<file path="src/rtl/regbank_write_arbiter.sv">
// Round-robin arbiter sharing the register bank's single write port among N_REQ
// write-back sources; bank-facing outputs are registered so they are stable at the negedge.
module regbank_write_arbiter #(
  parameter int N_REQ  = 3,
  parameter int DATA_W = 16,
  parameter int ADDR_W = 3,
  parameter int CNT_W  = 16
) (
  input  logic                      clk,
  input  logic                      rst_n,
  input  logic                      stall,
  input  logic [N_REQ-1:0]          req,
  input  logic [N_REQ*ADDR_W-1:0]   req_rd,
  input  logic [N_REQ*DATA_W-1:0]   req_data,
  output logic [N_REQ-1:0]          ack,
  output logic [ADDR_W-1:0]         rd,
  output logic [DATA_W-1:0]         Datain,
  output logic                      registerLoad,
  output logic                      busy,
  output logic [CNT_W-1:0]          wr_count
);

  localparam int PTR_W = (N_REQ > 1) ? $clog2(N_REQ) : 1;

  typedef enum logic {IDLE, WRITE} state_t;

  state_t             state, state_d;
  logic [PTR_W-1:0]   rr_ptr, rr_ptr_d;
  logic [N_REQ-1:0]   elig;
  logic [N_REQ-1:0]   ack_d;
  logic [ADDR_W-1:0]  rd_d;
  logic [DATA_W-1:0]  datain_d;
  logic               load_d;
  logic [CNT_W-1:0]   count_d;
  logic               found;
  int                 win;

  // A source acked this cycle is masked so a held req cannot be granted twice.
  assign elig = req & ~ack;
  assign busy = (state == WRITE);

  always_comb begin
    found = 1'b0;
    win   = 0;
    for (int k = 0; k < N_REQ; k++) begin
      int idx;
      idx = (int'(rr_ptr) + k) % N_REQ;
      if (!found && elig[idx]) begin
        found = 1'b1;
        win   = idx;
      end
    end
  end

  // Both states behave identically on a grant; without one the FSM settles in IDLE.
  always_comb begin
    state_d  = IDLE;
    rr_ptr_d = rr_ptr;
    ack_d    = '0;
    rd_d     = rd;
    datain_d = Datain;
    load_d   = 1'b0;
    count_d  = wr_count;
    case (state)
      IDLE, WRITE: begin
        if (!stall && found) begin
          state_d     = WRITE;
          rd_d        = req_rd[win*ADDR_W +: ADDR_W];
          datain_d    = req_data[win*DATA_W +: DATA_W];
          load_d      = 1'b1;
          ack_d[win]  = 1'b1;
          rr_ptr_d    = PTR_W'((win + 1) % N_REQ);
          count_d     = wr_count + 1'b1;
        end
      end
      default: state_d = IDLE;
    endcase
  end

  always_ff @(posedge clk or negedge rst_n) begin
    if (!rst_n) begin
      state        <= IDLE;
      rr_ptr       <= '0;
      ack          <= '0;
      rd           <= '0;
      Datain       <= '0;
      registerLoad <= 1'b0;
      wr_count     <= '0;
    end else begin
      state        <= state_d;
      rr_ptr       <= rr_ptr_d;
      ack          <= ack_d;
      rd           <= rd_d;
      Datain       <= datain_d;
      registerLoad <= load_d;
      wr_count     <= count_d;
    end
  end

endmodule

</file>
<file path="config.mk">
export PLATFORM = sky130hd
export DESIGN_NAME = regbank_write_arbiter
export DESIGN_NICKNAME = d
export VERILOG_FILES = /design/src/rtl/regbank_write_arbiter.sv
export SDC_FILE = /design/constraint.sdc
export NUM_CORES = 1
export LEC_CHECK = 0
export BUFFER_PORTS_ARGS = -buffer_cell sky130_fd_sc_hd__buf_2
export CORE_UTILIZATION = 30
export CTS_CLUSTER_DIAMETER = 30
export DETAILED_ROUTE_END_ITERATION = 10
export GPL_TIMING_DRIVEN = 0
export MAX_ROUTING_LAYER = met4
export PLACE_DENSITY_LB_ADDON = 0.25
export SLEW_MARGIN = 20
export SYNTH_ARGS = -nofsm -noshare
export SYNTH_HDL_FRONTEND = slang
export SYNTH_SLANG_ARGS = --single-unit
</file>
<file path="constraint.sdc">
create_clock -name clk -period 6.8 [get_ports clk]
set_clock_uncertainty 0.1 [all_clocks]
set_input_delay 1.36 -clock clk [delete_from_list [all_inputs] [get_ports clk]]
set_output_delay 1.36 -clock clk [all_outputs]
set_load 0.01 [all_outputs]
</file>
==> results.ini <==
[synthesis]
ys_ff_latch=41
synthCells=499
synth_top_area_cell=dfrtp_1
ys_async_sr_fraction_pct=100
synth_warnings=0
yosys.cell_count.top_type=nand2_1
synth_edf_count=0
syn_area_um2=4160
synth_common_cells=83 x nand2_1, 48 x nor2_1, 41 x dfrtp_1
syn_avg_cell_area_um2=8.33
synth_top_area_share_pct=24.7
ys_seq_area_share_pct=24.7
synth_cell_types=81
synth_nets=592
synth-main-ff-cell=dfrtp_1
synth.area.top_cells=dfrtp_1 25%, ha_1 8.7%, nand2_1 7.5%, xnor2_1 5.5%, nor2_1 4.3%

[global_route]
grt_pass1_wl_mm=20.0
grt_max_degree=42
antenna_found_initial=0
grt_pass1_vias=3978
grt_usage_pct=17.5
gr-total-overflow=0

[sta]
fin_crit_sh_pct=111
fin_crit_ns=7.54
setup_tns_ns=-1.42
max_slew_margin_pct=38.3
fin_ws_ns=-0.737
setup_violations=2
report.final.slew_viol_count=0
max_freq_mhz=133
tightest_slew_ns=0.926
hold_violations=0
rsz0062_at_grt=true

[cells_and_area]
nets=728
drive_above_1_share_pct=34.0
fillers=1375
n_antenna_cell=0
syn_to_final_growth_pct=33.5

[floorplanning]
rows=42
start_util_pct=31.0
fp.dieH_um=120
die_w_um=120
core_um2=13400
ios=103
dieArea_um2=14300

[clocking]
clk_pin_slew_worst_paths_ns=0.06
cts_sinks=41
cts_buffers=5
cts_htree_levels=2
clk_path_buf_depth=2
clock-root-buffer=clkbuf_16
clk_latency_ns=0.29
cts_tree=yes

[route]
drt_first_pass_iters=5
drcViolationCount=0
drt-total-wl_mm=12.2
num_vias=4260
wl_per_cell_um=15.0
drt_iter0_markers=228
ant_nets=0
vias_per_cell=5.25

[setup_path]
worstSetupPathType=in2reg
crit_required_ns=6.87
cp_slowest_cell=or4_4
critPathMaxStageDelay_ns=0.53
crit_fanout=6
arrival_ns=7.61
cp-start-kind=primary input
endpoint_kind=register

[place]
gp_congestion=0.842
portBuffers=102
dp_hpwl_mm=9.20

[outcome]
violations=setup timing
status=finished with violations

[hold_path]
hold_class=reg2reg

[run]
cap_violations=0

==> cells in the final DEF, fill, tap and decap left out, types with 4 or more instances in the layout <==
master     instances
a21oi_4            4
xor2_1            11
o2111ai_1          5
o21ai_0           19
buf_6              4
a31oi_1           19
nand2b_1           6
clkbuf_1          10
o21ai_1            6
clkbuf_16          5
buf_4             33
nand3b_1           4
and2_1             5
a21oi_1            6
a21oi_2            4
a21o_1             5
nand4_1            5
inv_1             16
o211ai_1           8
dfrtp_1           41
buf_2            103
nor3_1             6
ha_1              24
nand3_1            9
nand2_1           80
mux2i_1            6
and3_1             7
xnor2_1           22
a22o_1            17
nor2_1            46
==> stage by stage <==
stage                     hold slack (ns)  instances  utilization (%)  setup slack (ns)  area, um^2
after CTS                           0.378        809             41.0            -0.705        5490
after global routing                0.401        812             41.4             -1.01        5550
after global placement              0.358        777             37.0             -1.78        4960
after floorplan                     0.408        499                -            -0.712        4230
after detailed placement            0.365        777             37.0             -1.91        4960
final                               0.372        812             41.4            -0.737        5550
==> critical path, delay by kind of cell <==
family	cells	cell delay (ns)
buf+inv	4	0.29
mux	1	0.29
xor+xnor	2	0.28
fa+ha+maj	4	0.69
simple gates	9	1.81
compound gates	15	2.86
==> metal layers <==
| layer | track usage, % | routed length (um) | up-vias |
|---|---|---|---|
| li1 | - | - | 2071 |
| met1 | 23.7 | 5780 | 2066 |
| met2 | 27.9 | 5880 | 108 |
| met3 | 2.33 | 426 | 15 |
| met4 | 3.83 | 124 | 0 |
| met5 | - | 0 | - |
==> timing repair <==
action | CTS | global route
pin swaps | 21 | 5
hold buffers | 0 | 0
endpoints found under the setup margin | 2 | 2
setup buffers | 26 | 3
resized for setup | 33 | 5
==> layout make-up <==
type	count	area, um^2	share of cell area (%)
inverters	21	96.3	1.74
well taps	176	220	3.97
clock buffers	6	139	2.50
multi-input cells	415	3180	57.3
repair buffers	131	741	13.3
clock inverters	2	37.5	0.676
flip-flops and latches	41	1030	18.5
plain buffers	20	109	1.96
==> state kept, by name, summed over array words and instances (netlist names) <==
name,count
Datain,16
wr_count,16
rr_ptr,2
busy,1
ack,3
rd,3
==> cell families (layout without fill, tap and decap cells) <==
logic type	after synthesis	in the layout	share of synthesized area [%]
buffers and inverters	43	180	4.99
XOR/XNOR	38	38	8.45
AND/OR/NAND/NOR	196	196	23.1
multiplexers	13	13	4.12
flip-flops	41	41	24.7
adder cells (fa/ha/maj)	30	30	9.21
AO/OA/AOI/OAI	138	138	25.5
==> final timing paths <==
path / startpoint / to / slack [ns] / cells after the start
setup reg to reg: rr_ptr[1] / rr_ptr[1] / -0.65 / 37
setup / recovery: req[1] / rr_ptr[1] / -0.74 / 35
hold / removal: wr_count[15] / wr_count[15] / 0.37 / 1
hold reg to reg: wr_count[15] / wr_count[15] / 0.37 / 1
min in group asynchronous: rst_n / wr_count[14] / 1.11 / 1
max in group asynchronous: rst_n / Datain[13] / 4.91 / 1
Power is not shown: default switching activity piles up to over one toggle a cycle in this logic, so the estimate is an artifact.
